<file path="config.mk">
export PLATFORM = sky130hd
export DESIGN_NAME = imem_fetch_ctrl
export DESIGN_NICKNAME = d
export VERILOG_FILES = /design/src/rtl/imem_fetch_ctrl.sv
export SDC_FILE = /design/constraint.sdc
export NUM_CORES = 1
export LEC_CHECK = 0
export CAP_MARGIN = 15
export CORE_MARGIN = 1.5
export CORE_UTILIZATION = 49
export CTS_CLUSTER_DIAMETER = 30
export DETAILED_ROUTE_END_ITERATION = 10
export PLACE_DENSITY = 0.86
export SYNTH_ARGS = -nofsm -noshare
export SYNTH_HDL_FRONTEND = slang
export SYNTH_SLANG_ARGS = --single-unit
</file>
<file path="constraint.sdc">
create_clock -name clk -period 3.39 [get_ports clk]
set_clock_uncertainty 0.1 [all_clocks]
set_input_delay 0.678 -clock clk [delete_from_list [all_inputs] [get_ports clk]]
set_output_delay 0.678 -clock clk [all_outputs]
set_load 0.01 [all_outputs]
</file>
<file path="src/rtl/imem_fetch_ctrl.sv">
// rtl/imem_fetch_ctrl.sv - PC sequencer and registered fetch stage for the MIPS instruction ROM
module imem_fetch_ctrl #(
    parameter logic [31:0] RESET_PC   = 32'd0,
    parameter logic [31:0] IMEM_BYTES = 32'd80,
    parameter int          CNT_W      = 16
) (
    input  logic             clk,
    input  logic             rst_n,
    input  logic             start,
    output logic [31:0]      imem_addr,
    input  logic [31:0]      imem_instr,
    input  logic             redirect_valid,
    input  logic [31:0]      redirect_pc,
    output logic             out_valid,
    input  logic             out_ready,
    output logic [31:0]      out_instr,
    output logic [31:0]      out_pc,
    output logic             halted,
    output logic             fault,
    output logic [CNT_W-1:0] fetch_count
);

    typedef enum logic [1:0] {
        S_IDLE  = 2'd0,
        S_RUN   = 2'd1,
        S_HALT  = 2'd2,
        S_FAULT = 2'd3
    } state_t;

    state_t           state_q, state_d;
    logic [31:0]      pc_q, pc_d;
    logic             out_valid_q, out_valid_d;
    logic [31:0]      out_instr_q, out_instr_d;
    logic [31:0]      out_pc_q, out_pc_d;
    logic [CNT_W-1:0] cnt_q, cnt_d;

    logic        stage_free;
    logic        handshake;
    logic        redir_bad;
    logic        redir_ok;
    logic        range_fault;
    logic        self_jump;
    logic [31:0] pc_plus4;
    logic [31:0] jump_target;

    assign pc_plus4    = pc_q + 32'd4;
    assign jump_target = {pc_plus4[31:28], imem_instr[25:0], 2'b00};
    assign handshake   = out_valid_q && out_ready;
    assign stage_free  = !out_valid_q || out_ready;
    assign redir_bad   = redirect_valid && (redirect_pc[1:0] != 2'b00);
    assign redir_ok    = redirect_valid && (redirect_pc[1:0] == 2'b00);
    assign range_fault = stage_free && (pc_q >= IMEM_BYTES);
    // A `j` whose target is its own address is the program's terminating idle loop.
    assign self_jump   = (imem_instr[31:26] == 6'b000010) && (jump_target == pc_q);

    always_ff @(posedge clk or negedge rst_n) begin
        if (!rst_n) begin
            state_q     <= S_IDLE;
            pc_q        <= RESET_PC;
            out_valid_q <= 1'b0;
            out_instr_q <= 32'd0;
            out_pc_q    <= 32'd0;
            cnt_q       <= '0;
        end else begin
            state_q     <= state_d;
            pc_q        <= pc_d;
            out_valid_q <= out_valid_d;
            out_instr_q <= out_instr_d;
            out_pc_q    <= out_pc_d;
            cnt_q       <= cnt_d;
        end
    end

    always_comb begin
        state_d = state_q;
        case (state_q)
            S_IDLE:  if (start) state_d = S_RUN;
            S_RUN: begin
                if (redir_bad)                      state_d = S_FAULT;
                else if (redir_ok)                  state_d = S_RUN;
                else if (range_fault)               state_d = S_FAULT;
                else if (stage_free && self_jump)   state_d = S_HALT;
            end
            S_HALT:  state_d = S_HALT;
            S_FAULT: state_d = S_FAULT;
            default: state_d = S_IDLE;
        endcase
    end

    always_comb begin
        pc_d        = pc_q;
        out_valid_d = out_valid_q;
        out_instr_d = out_instr_q;
        out_pc_d    = out_pc_q;
        cnt_d       = cnt_q;
        if (handshake && (cnt_q != {CNT_W{1'b1}})) begin
            cnt_d = cnt_q + {{(CNT_W-1){1'b0}}, 1'b1};
        end
        case (state_q)
            S_RUN: begin
                if (redir_bad || range_fault) begin
                    out_valid_d = 1'b0;
                end else if (redir_ok) begin
                    pc_d        = redirect_pc;
                    out_valid_d = 1'b0;
                end else if (stage_free) begin
                    out_instr_d = imem_instr;
                    out_pc_d    = pc_q;
                    out_valid_d = 1'b1;
                    if (!self_jump) pc_d = pc_plus4;
                end
            end
            S_HALT:  if (handshake) out_valid_d = 1'b0;
            S_FAULT: out_valid_d = 1'b0;
            default: ;
        endcase
    end

    always_comb begin
        imem_addr   = pc_q;
        out_valid   = out_valid_q;
        out_instr   = out_instr_q;
        out_pc      = out_pc_q;
        halted      = (state_q == S_HALT);
        fault       = (state_q == S_FAULT);
        fetch_count = cnt_q;
    end

endmodule

</file>
==> results by stage <==
Critical path:
- The worst register-to-register path begins at imem_addr[0].
- The worst register-to-register path ends at imem_addr[23].
- Traced cell by cell, the critical path runs through clkdlybuf4s50_1 -> nor4b_1 -> nand4_1 -> or3_1 -> o31a_2 -> o21ai_4 -> buf_12 -> o22a_1.
- The worst setup slack for register-to-register paths is 0.61 ns.
- The critical path depth in cells is 8.
- Counting both buffers and inverters, the worst setup path holds a total of 2.
- Along the worst path, the maximum fanout reaches 18.
- The data required time of the worst path is between 3 and 4 ns.
- The worst setup path is launched from an input pin.
- Data on the critical path arrives at its endpoint at 3.24 ns.
- STA classifies the critical path endpoint as a register.
- The worst-path cell with the longest stage delay is sky130_fd_sc_hd__nor4b_1.
- The largest delay contributor family on the critical path is simple AND/OR/NAND/NOR gates.
- On the worst path, the slowest cell contributes a delay of 0.56 ns.
- The start-to-end type of the worst setup path is input pin to register.
- The path depth of the worst reg2reg path is 7.

STA:
- For this run, the top clock speed supported by timing is 346 MHz.
- The transition at the pin with the smallest max-transition slack is 0.836 ns.
- The max-slew violation total from the final report is 0.
- For the final routed database, the setup TNS stands at 0 ns.
- Setup violations remaining at the end of the flow were counted as 0.
- Dividing the final minimum period by the clock period gives 0.853.
- The final worst-path setup slack is 0.500 ns.
- The time the final worst path needs with I/O delays and setup is 2.89 ns.
- The normalized max-slew margin is 0.443.
- Setup repair after global routing left no endpoint under its margin.
- The count of final hold-check violations is 0.

Pwr:
- The total leakage power is 3.66 nW.
- For this design the ratio of total power to cell area is between 400 and 500 nW/um^2.
- The part of the total power dissipated in combinational logic is 0.093.
- The switching part of the total is 0.213.
- Cell internal power was estimated by the tool at 2.95 mW.
- The net switching power is between 700 and 800 uW.
- The share of total power dissipated in sequential elements is 0.389.
- Of the total power, the clock network draws 0.517.
- The largest voltage drop on the vdd net is 0.328 mV.

Synth:
- The post-synthesis net count is 505.
- The count of synthesis-stage warnings from yosys is 0.
- A synthesized cell averages 12.3 sq um.
- The cell area that synthesis handed to floorplanning was ~5300 sq um.
- The number of unique standard cell types used by synthesis is between 40 and 50.
- In the synthesized netlist the async set-or-reset flop fraction comes to 1.00.
- The sequential element share of the synthesized area is 0.539.
- The number of enable-type register cells in the synthesized netlist is 0.
- The number of standard cells after synthesis is 433.
- After synthesis the netlist holds a flip-flop and latch count of ~120.
- The flip-flop cell with the highest count after synthesis is sky130_fd_sc_hd__dfrtp_1.

Global route:
- Summed over all layers, the global routing overflow is 0.
- The global routing usage summed across all routing layers is 0.305.
- The global-route wire length before repair is 26.2 mm.
- The number of antenna violations at the first check in global routing is 0.
- Entering global routing, the biggest net connects 64 pins.
- The via count of the first global-routing pass is 4730.

CTS:
- The tree built by TritonCTS fans out to 115 sinks.
- The clock-pin slew on the worst setup and hold paths is 0.06 ns.
- The buffer type at the clock tree root is sky130_fd_sc_hd__clkbuf_8.
- The clock buffer count from CTS is 17.
- The insertion delay to the later sink of the worst-skew pair is roughly 0.52 ns.
- The clock tree from TritonCTS is built.
- Once the clock tree was built, the resizer swapped 0 gates to a different size.
- Counting along the longest clock path gives a buffer depth of 2.
- After clock tree synthesis, the setup repair step added 0 buffers.
- The number of hold-repair buffers added at the cts stage is 0.
- In this run the number of H-tree levels came out at 4.

Die:
- The die width is approximately 110 um.
- From bottom edge to top edge, the die measures 107 um.
- The floorplan step defined a die boundary enclosing 11500 sq um.
- During I/O placement, the number of pins put on the boundary was 184.
- The number of placement rows is 37.
- The core region is approximately 10000 sq um.
- The initial utilization of the core area, before any placement, comes to 0.511.

Layout:
- The repair_antennas step left the layout with diodes totalling 0.
- The finished layout holds 776 standard cells, fillers aside.
- The final layout contains 699 nets.
- The ratio of cells with drive above 1 in the final layout is 0.147.
- The layout overhead on the synthesized area is 49.3%.
- The leading cell type in the layout, fill and taps excluded is sky130_fd_sc_hd__clkdlybuf4s50_1.
- The share of the core filled with cells in the final layout is 0.763.
- In the layout the commonest cells are 182 x sky130_fd_sc_hd__clkdlybuf4s50_1, 115 x sky130_fd_sc_hd__dfrtp_1, 35 x sky130_fd_sc_hd__mux2_4.

Placed design:
- The number of placed instances, taps included, is 744.
- Routability-driven placement finished with a final weighted congestion of between 0.8 and 0.9.
- The total of buffers placed on input and output ports is 183.
- The post-placement setup slack is 0.102 ns.
- The detailed-placement wirelength estimate is between 10 and 15 mm.

Drt:
- The via count is 4512.
- The via-per-instance ratio is slightly below 6.
- The detail route stage leaves a number of antenna-violating nets equal to 0.
- The count of routing violations after the opening detailed-route iteration is 308.
- The aggregate routed wire length is 17.0 mm.
- The count of TritonRoute iterations in the first routing pass is 8.
- The number of remaining DRC errors is 0.
- The average wire per cell in the routed design is around 22 um.

Flow run:
- Across the run, the number of max-cap violations was 0.

Status:
- The flow ran to the end, and the final reports show no timing, DRC or antenna violations.

Min path:
- In this run the worst hold path is classified as input pin to asynchronous set/reset pin.
[cell type report]
type / instances / area, sq um
Multi-Input combinational cell: 293 / 2320
Fill cell: 628 / 2480
Tap cell: 136 / 170
Clock buffer: 23 / 467
Sequential cell: 115 / 2880
Clock inverter: 9 / 175
Timing Repair Buffer: 193 / 1940
Inverter: 7 / 26.3
[Yosys cell counts (2+ instances only)]
master                     number  area (sq um)
sky130_fd_sc_hd__a41oi_1        3          26.3
sky130_fd_sc_hd__nor3_1         7          35.0
sky130_fd_sc_hd__xor2_1        21           184
sky130_fd_sc_hd__mux2_2        11           124
sky130_fd_sc_hd__inv_1          7          26.3
sky130_fd_sc_hd__a31oi_1        3          18.8
sky130_fd_sc_hd__nand2_1       14          52.6
sky130_fd_sc_hd__nor2_1        33           124
sky130_fd_sc_hd__o22ai_1        2          12.5
sky130_fd_sc_hd__nor4_1        12          75.1
sky130_fd_sc_hd__o21ai_0        3          15.0
sky130_fd_sc_hd__mux2i_1        3          30.0
sky130_fd_sc_hd__ha_1           3          37.5
sky130_fd_sc_hd__dfrtp_1      115          2880
sky130_fd_sc_hd__nor2b_1        6          37.5
sky130_fd_sc_hd__nand3_1       12          60.1
sky130_fd_sc_hd__nand4_1       15          93.8
sky130_fd_sc_hd__or3_1          2          12.5
sky130_fd_sc_hd__a21oi_1       10          50.1
sky130_fd_sc_hd__xnor2_1       19           166
sky130_fd_sc_hd__buf_2          4          20.0
sky130_fd_sc_hd__clkbuf_1       8          30.0
sky130_fd_sc_hd__o21a_1         3          22.5
sky130_fd_sc_hd__o22a_1        16           140
sky130_fd_sc_hd__and4_1         3          26.3
sky130_fd_sc_hd__and2_1        27           169
sky130_fd_sc_hd__and3_1        11          68.8
sky130_fd_sc_hd__mux2_4        35           526
sky130_fd_sc_hd__buf_6          6          67.6
[stage by stage]
step,power (mW),hold slack [ns],cell area (sq um)
after floorplan,1.58,0.282,5340
after global placement,1.80,0.369,7340
after detailed placement,1.82,0.370,7340
after CTS,3.76,0.170,7980
after global routing,3.86,0.208,7980
final,3.74,0.144,7980
[cells by family (layout without fill, tap and decap cells)]
family / Yosys count / count (layout) / share of synthesized area
and+or+nand+nor: 149 / 149 / 0.156
DFF: 115 / 115 / 0.539
AOI/OAI and AO/OA: 52 / 52 / 0.0785
muxes: 49 / 49 / 0.127
xor gates and xnor gates: 40 / 40 / 0.0656
buffers and inverters: 25 / 232 / 0.0269
adders and majority gates: 3 / 3 / 0.00703
[power by group through the flow]
stage | clock network [mW] | logic [mW] | registers [mW]
final | 1.94 | 0.349 | 1.46
after global routing | 2.03 | 0.370 | 1.46
after CTS | 1.95 | 0.351 | 1.46
after detailed placement | 0 | 0.342 | 1.48
after global placement | 0 | 0.332 | 1.47
after floorplan | 0 | 0.0932 | 1.49
[how the worst max path moves through the flow]
stage                         startpoint             to
after floorplan           imem_instr[26]   imem_addr[3]
after global placement    imem_instr[26]   imem_addr[8]
after detailed placement  imem_instr[26]   imem_addr[8]
after CTS                 imem_instr[26]  imem_addr[23]
after global routing      imem_instr[26]  imem_addr[11]
final                     imem_instr[26]  imem_addr[23]
[metal layers]
metal  global-route usage  part of all wire  vias up
li1                     -                 -     1940
met1                0.335              0.36     2219
met2                0.522              0.49      287
met3                0.104              0.10       66
met4                0.159             0.045        0
met5                    0                 0        -
[state kept, by name, indices dropped and copies added (netlist names)]
register	count
imem_addr	32
fetch_count	16
out_valid	1
out_instr	32
state_q	2
out_pc	32
Note: power is estimated with default switching activity, not from simulation.
